**src/rtl/wb_port_arbiter_if.sv**
```systemverilog
// wb_port_arbiter_if: pipeline W-stage, MDU result and register-file write port bundle.
interface wb_port_arbiter_if #(
  parameter int DAT_WIDTH  = 32,
  parameter int REG_AW     = 5,
  parameter int FIFO_DEPTH = 2
);
  localparam int CW = $clog2(FIFO_DEPTH) + 1;
  logic                 RegWrite_W;
  logic [REG_AW-1:0]    Rd_W;
  logic [DAT_WIDTH-1:0] Result_W;
  logic                 mdu_valid;
  logic [REG_AW-1:0]    mdu_rd;
  logic [DAT_WIDTH-1:0] mdu_data;
  logic                 mdu_ready;
  logic                 rf_we;
  logic [REG_AW-1:0]    rf_waddr;
  logic [DAT_WIDTH-1:0] rf_wdata;
  logic                 wb_stall;
  logic [CW-1:0]        pend_count;
  modport master (
    output RegWrite_W, Rd_W, Result_W, mdu_valid, mdu_rd, mdu_data,
    input  mdu_ready, rf_we, rf_waddr, rf_wdata, wb_stall, pend_count
  );
  modport slave (
    input  RegWrite_W, Rd_W, Result_W, mdu_valid, mdu_rd, mdu_data,
    output mdu_ready, rf_we, rf_waddr, rf_wdata, wb_stall, pend_count
  );
endinterface

```
**src/rtl/wb_port_arbiter.sv**
```systemverilog
// wb_port_arbiter: shares the RF write port between the W stage (always wins) and a
// small FIFO of MDU results that drains into idle slots, requesting a stall on starvation.
module wb_port_arbiter #(
  parameter int DAT_WIDTH    = 32,
  parameter int REG_AW       = 5,
  parameter int FIFO_DEPTH   = 2,
  parameter int STARVE_LIMIT = 4
) (
  input logic              clk,
  input logic              rst_n,
  wb_port_arbiter_if.slave bus
);
  localparam int AW = $clog2(FIFO_DEPTH);
  localparam int CW = AW + 1;
  localparam int SW = $clog2(STARVE_LIMIT) + 1;
  localparam int EW = REG_AW + DAT_WIDTH;
  typedef enum logic [1:0] {IDLE, PEND, STALL} state_t;
  state_t        state_q, state_d;
  logic [EW-1:0] mem_q [FIFO_DEPTH];
  logic [EW-1:0] mem_d [FIFO_DEPTH];
  logic [AW-1:0] wr_ptr_q, wr_ptr_d, rd_ptr_q, rd_ptr_d;
  logic [CW-1:0] pend_q, pend_d;
  logic [SW-1:0] starve_q, starve_d;
  logic          pipe_wr, has, push, pop, blocked, drained;
  always_comb begin
    pipe_wr = rst_n && bus.RegWrite_W && bus.Rd_W != '0;
    has = pend_q != '0;
    pop = !pipe_wr && has;
    blocked = pipe_wr && has;
    bus.mdu_ready = rst_n && pend_q != CW'(FIFO_DEPTH);
    push = bus.mdu_valid && bus.mdu_ready && bus.mdu_rd != '0;
    bus.rf_we = pipe_wr || has;
    {bus.rf_waddr, bus.rf_wdata} = pipe_wr ? {bus.Rd_W, bus.Result_W} : has ? mem_q[rd_ptr_q] : '0;
    bus.wb_stall = state_q == STALL;
    bus.pend_count = pend_q;
    mem_d = mem_q;
    if (push) mem_d[wr_ptr_q] = {bus.mdu_rd, bus.mdu_data};
    wr_ptr_d = push ? wr_ptr_q + AW'(1) : wr_ptr_q;
    rd_ptr_d = pop ? rd_ptr_q + AW'(1) : rd_ptr_q;
    pend_d = pend_q + CW'(push) - CW'(pop);
    drained = pop && !push && pend_q == CW'(1);
    // A push racing the last pop keeps the FSM where it is.
    state_d = drained ? IDLE :
              (state_q == IDLE && push) ? PEND :
              (state_q == PEND && blocked && starve_q == SW'(STARVE_LIMIT - 1)) ? STALL :
              (state_q == IDLE || state_q == PEND || state_q == STALL) ? state_q : IDLE;
    starve_d = (pop || state_d == IDLE) ? '0 :
               (blocked && starve_q != '1) ? starve_q + SW'(1) : starve_q;
  end
  always_ff @(posedge clk or negedge rst_n) begin
    if (!rst_n) begin
      state_q  <= IDLE;
      mem_q    <= '{default: '0};
      wr_ptr_q <= '0;
      rd_ptr_q <= '0;
      pend_q   <= '0;
      starve_q <= '0;
    end else begin
      state_q  <= state_d;
      mem_q    <= mem_d;
      wr_ptr_q <= wr_ptr_d;
      rd_ptr_q <= rd_ptr_d;
      pend_q   <= pend_d;
      starve_q <= starve_d;
    end
  end
endmodule

```
**src/flat_wrapper.sv**
```systemverilog
// flat-port wrapper written by rule: the top's interface ports become plain ports
module wb_port_arbiter_flat 
#(
  parameter int DAT_WIDTH    = 32,
  parameter int REG_AW       = 5,
  parameter int FIFO_DEPTH   = 2,
  parameter int STARVE_LIMIT = 4
)
  (clk, rst_n, bus_RegWrite_W, bus_Rd_W, bus_Result_W, bus_mdu_valid, bus_mdu_rd, bus_mdu_data, bus_mdu_ready, bus_rf_we, bus_rf_waddr, bus_rf_wdata, bus_wb_stall, bus_pend_count);
  wb_port_arbiter_if #(.DAT_WIDTH(DAT_WIDTH), .REG_AW(REG_AW), .FIFO_DEPTH(FIFO_DEPTH)) bus_i ();
  input logic clk;
  input logic rst_n;
  input wire logic [$bits(bus_i.RegWrite_W)-1:0] bus_RegWrite_W;
  input wire logic [$bits(bus_i.Rd_W)-1:0] bus_Rd_W;
  input wire logic [$bits(bus_i.Result_W)-1:0] bus_Result_W;
  input wire logic [$bits(bus_i.mdu_valid)-1:0] bus_mdu_valid;
  input wire logic [$bits(bus_i.mdu_rd)-1:0] bus_mdu_rd;
  input wire logic [$bits(bus_i.mdu_data)-1:0] bus_mdu_data;
  output wire logic [$bits(bus_i.mdu_ready)-1:0] bus_mdu_ready;
  output wire logic [$bits(bus_i.rf_we)-1:0] bus_rf_we;
  output wire logic [$bits(bus_i.rf_waddr)-1:0] bus_rf_waddr;
  output wire logic [$bits(bus_i.rf_wdata)-1:0] bus_rf_wdata;
  output wire logic [$bits(bus_i.wb_stall)-1:0] bus_wb_stall;
  output wire logic [$bits(bus_i.pend_count)-1:0] bus_pend_count;
  assign bus_i.RegWrite_W = bus_RegWrite_W;
  assign bus_i.Rd_W = bus_Rd_W;
  assign bus_i.Result_W = bus_Result_W;
  assign bus_i.mdu_valid = bus_mdu_valid;
  assign bus_i.mdu_rd = bus_mdu_rd;
  assign bus_i.mdu_data = bus_mdu_data;
  assign bus_mdu_ready = bus_i.mdu_ready;
  assign bus_rf_we = bus_i.rf_we;
  assign bus_rf_waddr = bus_i.rf_waddr;
  assign bus_rf_wdata = bus_i.rf_wdata;
  assign bus_wb_stall = bus_i.wb_stall;
  assign bus_pend_count = bus_i.pend_count;
  wb_port_arbiter #(.DAT_WIDTH(DAT_WIDTH), .REG_AW(REG_AW), .FIFO_DEPTH(FIFO_DEPTH), .STARVE_LIMIT(STARVE_LIMIT)) u_core (.clk(clk), .rst_n(rst_n), .bus(bus_i));
endmodule
```
**config.mk**
```make
export PLATFORM = sky130hd
export DESIGN_NAME = wb_port_arbiter_flat
export DESIGN_NICKNAME = d
export VERILOG_FILES = /design/src/rtl/wb_port_arbiter_if.sv /design/src/rtl/wb_port_arbiter.sv /design/src/flat_wrapper.sv
export SDC_FILE = /design/constraint.sdc
export NUM_CORES = 1
export LEC_CHECK = 0
export BUFFER_PORTS_ARGS = -buffer_cell sky130_fd_sc_hd__buf_2
export CAP_MARGIN = 10
export CORE_MARGIN = 1.5
export CORE_UTILIZATION = 55
export DETAILED_ROUTE_END_ITERATION = 16
export PLACE_DENSITY_LB_ADDON = 0.12
export SLEW_MARGIN = 20
export SYNTH_ARGS = -nofsm -noshare
export SYNTH_HDL_FRONTEND = slang
export SYNTH_SLANG_ARGS = --single-unit
```
**constraint.sdc**
```tcl
create_clock -name clk -period 4.7 [get_ports clk]
set_clock_uncertainty 0.2 [all_clocks]
set_input_delay 0.94 -clock clk [delete_from_list [all_inputs] [get_ports clk]]
set_output_delay 0.94 -clock clk [all_outputs]
set_load 0.02 [all_outputs]
```
==> metrics.sh, run 1 <==
RESULT_OF_THE_RUN='completed'
SITE_ROW_COUNT=31
AVGSYNTHCELLAREA_UM2=12.6
YS_FF_LATCH=83
ANTENNA_FOUND_INITIAL=0
CRITPATHCAPTURETYPE='primary output'
NNETSFINAL=537
DRIVE_GT1_SHARE_PCT=39.2
TIMING.SETUP.CRITICAL_PATH_CLASS='primary input to primary output'
ROUTED_VIA_DENSITY=5.34
P_INT_mW=2.09
R2R_CELLS=9
TRITONCTS.NUM_BUFFERS=9
GRT.BUSIEST_LAYER='met2'
CTS_MAX_LEVEL=3
CLKSLEWWORSTSETUPHOLDPATHS_PS=80
TIMING.CRITICAL_PATH.FROM='bus_Rd_W[2]'
GRT_FIRST_PASS_WIRELENGTH_UM=14800
WORST_EP_REQUIRED_TIME_PS=3560
DIODES_INSERTED=0
MAXCAPVIOLCOUNT=0
LAYOUTNONFILLERINSTCOUNT=558
PLACE.PORT_BUFFERS=119
CP.ARRIVAL_PS=2880
DETAILEDPLACEMENTHPWL_UM=6000
YOSYSWARNINGS=0
VIA_COUNT_OF_THE_FIRST_GLOBAL_ROUTING_PASS=3103
SEQUENTIAL_CELL_AREA_FRACTION_IN_THE_YOSYS_REPORT_PCT=49.1
DIE-WIDTH_UM=90.7
SYNTH_CELL_TYPES=37
DRT-TOTAL-WL_UM=8710
DR.FIRST_ITER.DRC_COUNT=89
POST_DRT_WL_PER_CELL_UM=15.6
SYN_TO_FINAL_GROWTH_PCT=21.2
ROUTE.VIAS.TOTAL=2981
POWERDENSITY_nW_PER_UM2=652
FLOORPLAN.INITIALDENSITY_PCT=57.7
CRIT_BUF_INV=3
POST_CTS_SETUP_DRIVEN_BUFFER_INSERTION_COUNT=0
CTSRESIZECOUNT=0
DIE_HEIGHT_UM=90.7
CRITPATHMAXSTAGEDELAY_PS=690
OVERFLOW=0
DRT-PASS1-ITER-COUNT=4
MAX_FREQ_GHz=0.249
CRITPATHMOSTFREQUENTCELL='sky130_fd_sc_hd__buf_2'
PERIOD_SHARE_PCT=85.5
GRT_UTIL_MET1_PCT=30.0
CRITICAL-PATH-SLOWEST-CELL='sky130_fd_sc_hd__nor3_1'
CLOCK_LATENCY_PS=350
GP_CONGESTION=0.752
FINAL.SETUP.TNS_PS=0
CRITICAL_PATH.MAX_FANOUT=21
CLOCK-SINKS=83
P_COMB_SHARE_PCT=43.0
GLOBALROUTEMET2UTIL_PCT=37.2
POSTSYNTHNETCOUNT=420
FINAL_MAX_SLEW_VIOL_COUNT=0
DRT_DRC_VIOLATIONS_LEFT=0
REG2REG_SLACK_PS=1920
TIGHTESTPINTRANSITION_PS=924
POWER.SWITCHING_mW=1.25
FINALSETUPVIOLATIONS=0
CRITICAL_PATH_CELL_COUNT=6
MAXSLEWHEADROOM_PCT=38.3
TRITONCTS='yes'
CORE_AREA_UM2=7330
GRT_START_MAX_NET_PINS=72
LEAKAGE_COMPONENT_OF_THE_POWER_nW=2.50
DIE_AREA_UM2=8230
POSTCTSHOLDBUFS=0
CRIT_PATH_END='bus_rf_wdata[13]'
GRTUSAGETOTAL_PCT=22.7
FINALHOLDVIOLCOUNT=0
P_CLK_SHARE_PCT=16.7
POSTSYNTHCELLCOUNT=337
WORST_IR_DROP_VDD_uV=363
PLACED_CELLS=542
PATH_CATEGORY_OF_THE_WORST_MIN_DELAY_CHECK='primary input to async pin'
CLOCK_TREE.ROOT_CELL='sky130_fd_sc_hd__clkbuf_8'
FINALCRITICALPERIOD_PS=4020
SYNTH_AREA_UM2=4230
WORST_R2R_STARTPOINT='u_core.bus.pend_count[1]$_DFF_PN0_'
POWER.SHARE.SEQUENTIAL_PCT=40.3
POWER.SHARE.SWITCHING_PCT=37.4
IO_PINS=120
CTS_BUFFER_DEPTH=2
GLOBAL_ROUTE.USAGE.MET3_PCT=3.79
CRITPATHLAUNCHTYPE='primary input'
RSZ0062_AT_GRT='no'
CRIT_CHAIN='buf_2 -> nor3_1 -> a31oi_4 -> buf_4 -> o21ai_0 -> buf_2'
CRITICAL-PATH-TOP-DELAY-FAMILY='simple AND/OR/NAND/NOR gates'
R2R-END='u_core.bus.pend_count[1]$_DFF_PN0_'
DRT.ANTENNA.VIOLATING_NETS=0
[sequential cells by signal, summed over array words and instances, names as in the netlist]
signal	count
u_core.starve_q	3
u_core.mem_q	74
u_core.wr_ptr_q	1
u_core.rd_ptr_q	1
u_core.state_q	2
u_core.bus.pend_count	2
[through the flow]
step	cell area (um^2)	util (%)	setup slack [ps]	power, mW	hold WS, ps
5_1_grt	5130	70.0	585	3.58	251
2_1_floorplan	4230	-	1410	2.37	257
4_1_cts	5130	70.0	701	3.37	241
6_report	5130	70.0	683	3.34	247
3_5_place_dp	4910	67.0	704	2.81	274
3_3_place_gp	4910	67.0	891	2.76	266
[cell families (layout without fill, tap and decap cells)]
kind of cell               count (synthesis)  count (layout)  share of synthesized area (%)
muxes                                    113             113                           31.6
DFF                                       83              83                           49.1
and+or+nand+nor                           58              58                           6.47
AOI/OAI and AO/OA                         49              49                           6.77
buffers and inverters                     24             146                           3.61
adders and majority gates                  5               5                           1.48
xor gates and xnor gates                   5               5                           1.03
[how the worst min path moves through the flow]
stage                                   end  depth (start not counted)                          from  slack (ps)
2_1_floorplan  u_core.mem_q[37]$_DFFE_PN0P_                          1  u_core.mem_q[37]$_DFFE_PN0P_         260
3_3_place_gp   u_core.mem_q[44]$_DFFE_PN0P_                          1  u_core.mem_q[44]$_DFFE_PN0P_         270
3_5_place_dp   u_core.mem_q[66]$_DFFE_PN0P_                          1  u_core.mem_q[66]$_DFFE_PN0P_         270
4_1_cts         u_core.state_q[1]$_DFF_PN0_                          1                         rst_n         240
5_1_grt         u_core.state_q[1]$_DFF_PN0_                          1                         rst_n         250
6_report        u_core.state_q[1]$_DFF_PN0_                          1                         rst_n         250
[layout by cell type (no fill, tap or decap), types with 2 or more instances in the layout]
| cell type | count |
|---|---|
| sky130_fd_sc_hd__bufinv_16 | 2 |
| sky130_fd_sc_hd__clkbuf_8 | 9 |
| sky130_fd_sc_hd__xnor2_1 | 4 |
| sky130_fd_sc_hd__nand2_1 | 40 |
| sky130_fd_sc_hd__o31a_1 | 2 |
| sky130_fd_sc_hd__buf_4 | 6 |
| sky130_fd_sc_hd__nor3_1 | 3 |
| sky130_fd_sc_hd__clkinv_4 | 2 |
| sky130_fd_sc_hd__ha_1 | 5 |
| sky130_fd_sc_hd__mux2_4 | 30 |
| sky130_fd_sc_hd__inv_1 | 4 |
| sky130_fd_sc_hd__o21a_1 | 2 |
| sky130_fd_sc_hd__mux2_1 | 44 |
| sky130_fd_sc_hd__nor2_1 | 4 |
| sky130_fd_sc_hd__o21ai_0 | 37 |
| sky130_fd_sc_hd__dfrtp_1 | 82 |
| sky130_fd_sc_hd__mux2i_1 | 39 |
| sky130_fd_sc_hd__buf_2 | 118 |
[cells in the mapped netlist, drive strengths merged]
library cell	number	area [um^2]
o21a	2	15.0
and3	1	6.26
nor2b	1	6.26
nor3b	2	15.0
nand2	40	150
xor2	1	8.76
o31a	2	17.5
a2111oi	1	15.0
or2	1	6.26
a21oi	2	10.0
a31oi	1	6.26
and3b	1	8.76
nand2b	1	6.26
o21ai	37	185
or4	1	11.3
o211ai	1	12.5
nor3	4	31.3
a2bb2oi	1	8.76
xnor2	4	35.0
clkbuf	8	30.0
a21boi	1	7.51
nor2	5	26.3
inv	5	18.8
dfrtp	83	2080
ha	5	62.6
mux2i	39	390
mux2	74	946
buf	11	104
and2	1	6.26
a211o	1	8.76
[final cells by class]
type	instances	area [um^2]
sequential	83	2080
fill	564	2200
multi-input combinational	230	2030
inverter	5	18.8
clock buffer	10	128
clock inverter	6	90.1
tap	99	124
timing repair buffer	125	656
[power groups by stage]
stage               registers (mW)  logic (mW)  clock network, mW
floorplan                     1.22        1.16                  0
global placement              1.33        1.43                  0
detailed placement            1.36        1.45                  0
CTS                           1.35        1.46              0.566
global route                  1.40        1.57              0.601
finish                        1.35        1.44              0.558
[layer usage]
metal / part of all wire, % / routed length, um
met3: 4.7 / 405
met5: 0 / 0
met2: 48 / 4140
met1: 46 / 3980
met4: 2.1 / 182
No activity file was read; power rests on OpenSTA's default activity.
==> run 2, diff against run 1 <==
--- a/config.mk
+++ b/config.mk
@@ -8,8 +8,9 @@
 export BUFFER_PORTS_ARGS = -buffer_cell sky130_fd_sc_hd__buf_2
 export CAP_MARGIN = 10
 export CORE_MARGIN = 1.5
-export CORE_UTILIZATION = 55
+export CORE_UTILIZATION = 50
 export DETAILED_ROUTE_END_ITERATION = 16
+export HOLD_SLACK_MARGIN = 0.02
 export PLACE_DENSITY_LB_ADDON = 0.12
 export SLEW_MARGIN = 20
 export SYNTH_ARGS = -nofsm -noshare
==> run 2 against run 1 <==
  * Via count is 1.5% lower
  * Clock-buffer cell count stayed put
  * First-iteration DRC count is 37% lower
  * Sequential cell count stayed put
  * Fmax is 4.7% higher
  * Critical path depth stayed put
  * Combinational power hardly changed
  * Clock power is 13% lower
  * Core utilization is 7.6 points lower
==> metrics.sh, run 2 (synthesis results as in run 1) <==
RESULT_OF_THE_RUN='completed'
NNETSFINAL=540
LARGEST_REG_FLOPS=74
CRIT_CHAIN='buf_2 -> nor3_1 -> a31oi_4 -> buf_4 -> o21ai_0 -> buf_2'
WORST_R2R_STARTPOINT='u_core.bus.pend_count[1]$_DFF_PN0_'
LAYOUTNONFILLERINSTCOUNT=566
CLOCK_TREE.ROOT_CELL='sky130_fd_sc_hd__clkbuf_8'
WORST_IR_DROP_VDD_uV=323
DRT-PASS1-ITER-COUNT=3
CRIT_BUF_INV=3
CRITICAL_PATH.MAX_FANOUT=28
ROUTED_VIA_DENSITY=5.19
LARGEST-REGISTER='u_core.mem_q'
CTS_BUFFER_DEPTH=2
DRT_DRC_VIOLATIONS_LEFT=0
LAYOUT_COMMONEST_CELL='sky130_fd_sc_hd__buf_2'
REG2REG_SLACK_PS=2010
FLOORPLAN.INITIALDENSITY_PCT=51.5
POST-ROUTE-WORST-SETUP-SLACK_PS=864
CRIT_PATH_END='bus_rf_wdata[15]'
CLOCK-SINKS=83
POWERDENSITY_nW_PER_UM2=636
IO_PINS=120
GRT_FIRST_PASS_WIRELENGTH_UM=13900
PLACE.PORT_BUFFERS=119
PLACED_CELLS=551
PATH_CATEGORY_OF_THE_WORST_MIN_DELAY_CHECK='register to register'
CLKSLEWWORSTSETUPHOLDPATHS_PS=80
CRITICAL-PATH-SLOWEST-CELL='sky130_fd_sc_hd__nor3_1'
LEAKAGE_COMPONENT_OF_THE_POWER_nW=2.50
TRITONCTS='yes'
CORE_AREA_UM2=8220
FINAL_MAX_SLEW_VIOL_COUNT=0
GRT_START_MAX_NET_PINS=45
TIGHTESTPINTRANSITION_PS=886
CRITICAL_PATH_CELL_COUNT=6
DIODES_INSERTED=0
CRITPATHCAPTURETYPE='primary output'
DESIGN_AREA_UM2=5120
DP_SLACK_PS=881
FINAL.SETUP.TNS_PS=0
DRT-TOTAL-WL_UM=8420
POSTCTSHOLDBUFS=0
UTILIZATION_PCT=62.4
DR.FIRST_ITER.DRC_COUNT=56
SYN_TO_FINAL_GROWTH_PCT=21.0
R2R-END='u_core.bus.pend_count[1]$_DFF_PN0_'
ANTENNA_FOUND_INITIAL=0
LAYOUT_COMMON_CELLS='sky130_fd_sc_hd__buf_2 (118), sky130_fd_sc_hd__dfrtp_1 (82), sky130_fd_sc_hd__mux2_1 (44)'
RSZ0062_AT_GRT='no'
CLOCK_LATENCY_PS=340
DETAILEDPLACEMENTHPWL_UM=5870
LARGEST_REGISTERS_RANKED_BY_FLIP_FLOP_COUNT='u_core.mem_q (74), u_core.starve_q (3)'
PERIOD_SHARE_PCT=81.6
CRITPATHMOSTFREQUENTCELL='sky130_fd_sc_hd__buf_2'
OVERFLOW=0
GP_CONGESTION=0.825
PLACEDINSTANCEAREA_UM2=4940
MAXCAPVIOLCOUNT=0
TIMING.CRITICAL_PATH.FROM='bus_Rd_W[2]'
VIA_COUNT_OF_THE_FIRST_GLOBAL_ROUTING_PASS=2931
SITE_ROW_COUNT=33
ROUTE.VIAS.TOTAL=2937
FINALCRITICALPERIOD_PS=3840
GRTUSAGETOTAL_PCT=20.3
TIMING.SETUP.CRITICAL_PATH_CLASS='primary input to primary output'
CTSRESIZECOUNT=0
WORST_EP_REQUIRED_TIME_PS=3560
DIE-WIDTH_UM=95.0
DIE_AREA_UM2=9030
R2R_CELLS=9
POST_CTS_SETUP_DRIVEN_BUFFER_INSERTION_COUNT=0
DRIVE_GT1_SHARE_PCT=39.5
DIE_HEIGHT_UM=95.0
TRITONCTS.NUM_BUFFERS=9
DRT.ANTENNA.VIOLATING_NETS=0
CRITICAL-PATH-TOP-DELAY-FAMILY='simple AND/OR/NAND/NOR gates'
POST_DRT_WL_PER_CELL_UM=14.9
CRITPATHLAUNCHTYPE='primary input'
FINALHOLDVIOLCOUNT=0
MAXSLEWHEADROOM_PCT=40.7
CP.ARRIVAL_PS=2700
CRITPATHMAXSTAGEDELAY_PS=620
CTS_MAX_LEVEL=3
FINALSETUPVIOLATIONS=0
MAX_FREQ_GHz=0.261
[run 2: cell count changes in the layout (fill, tap and decap cells not counted)]
cell                         change
sky130_fd_sc_hd__buf_4           +3
sky130_fd_sc_hd__bufinv_16       -1
sky130_fd_sc_hd__clkinv_2        +1
sky130_fd_sc_hd__clkinv_4        -2
sky130_fd_sc_hd__clkinvlp_4      +1
sky130_fd_sc_hd__dfrtp_2         +1
sky130_fd_sc_hd__dfrtp_4         -1
[run 2: cell type report]
| cell class | instances | area (um^2) |
|---|---|---|
| repair buffers | 128 | 678 |
| inverters | 5 | 18.8 |
| clock buffers | 10 | 128 |
| multi-input cells | 230 | 2030 |
| flip-flops and latches | 83 | 2080 |
| well taps | 105 | 131 |
| fillers | 687 | 3090 |
| clock inverters | 5 | 55.1 |
[run 2: worst min path at each step]
| stage | start | end | slack [ps] | cells past startpoint |
|---|---|---|---|---|
| after CTS | u_core.mem_q[63]$_DFFE_PN0P_ | u_core.mem_q[63]$_DFFE_PN0P_ | 290 | 1 |
| after global routing | u_core.mem_q[63]$_DFFE_PN0P_ | u_core.mem_q[63]$_DFFE_PN0P_ | 310 | 1 |
| after floorplan | u_core.mem_q[37]$_DFFE_PN0P_ | u_core.mem_q[37]$_DFFE_PN0P_ | 260 | 1 |
| after detailed placement | u_core.mem_q[63]$_DFFE_PN0P_ | u_core.mem_q[63]$_DFFE_PN0P_ | 270 | 1 |
| after global placement | u_core.mem_q[49]$_DFFE_PN0P_ | u_core.mem_q[49]$_DFFE_PN0P_ | 270 | 1 |
| final | u_core.mem_q[51]$_DFFE_PN0P_ | u_core.mem_q[51]$_DFFE_PN0P_ | 290 | 1 |
[run 2: power by group]
part / internal [mW] / switching [mW]
sequential: 1.06 / 0.241
clock: 0.241 / 0.245
combinational: 0.731 / 0.737
[run 2: per-stage QoR]
stage,power (mW),hold slack (ps)
after floorplan,2.37,257
after global placement,2.77,266
after detailed placement,2.81,274
after CTS,3.30,291
after global routing,3.50,307
final,3.26,287
[run 2: metal layers]
metal  GRT usage [%]  up-vias  wire length [um]
met3            6.62        7               519
li1                -     1426                 -
met2            35.0       74              4140
met1            24.6     1430              3680
met5               0        -                 0
met4            4.85        0                82
[run 2: worst register-to-register path, delay by kind of cell (launching register included)]
| family | cells | cell delay, ps |
|---|---|---|
| AOI/OAI and AO/OA | 1 | 380 |
| xor gates and xnor gates | 2 | 320 |
| adders and majority gates | 2 | 450 |
| buffers and inverters | 3 | 480 |
| DFF | 1 | 480 |
| and+or+nand+nor | 1 | 300 |
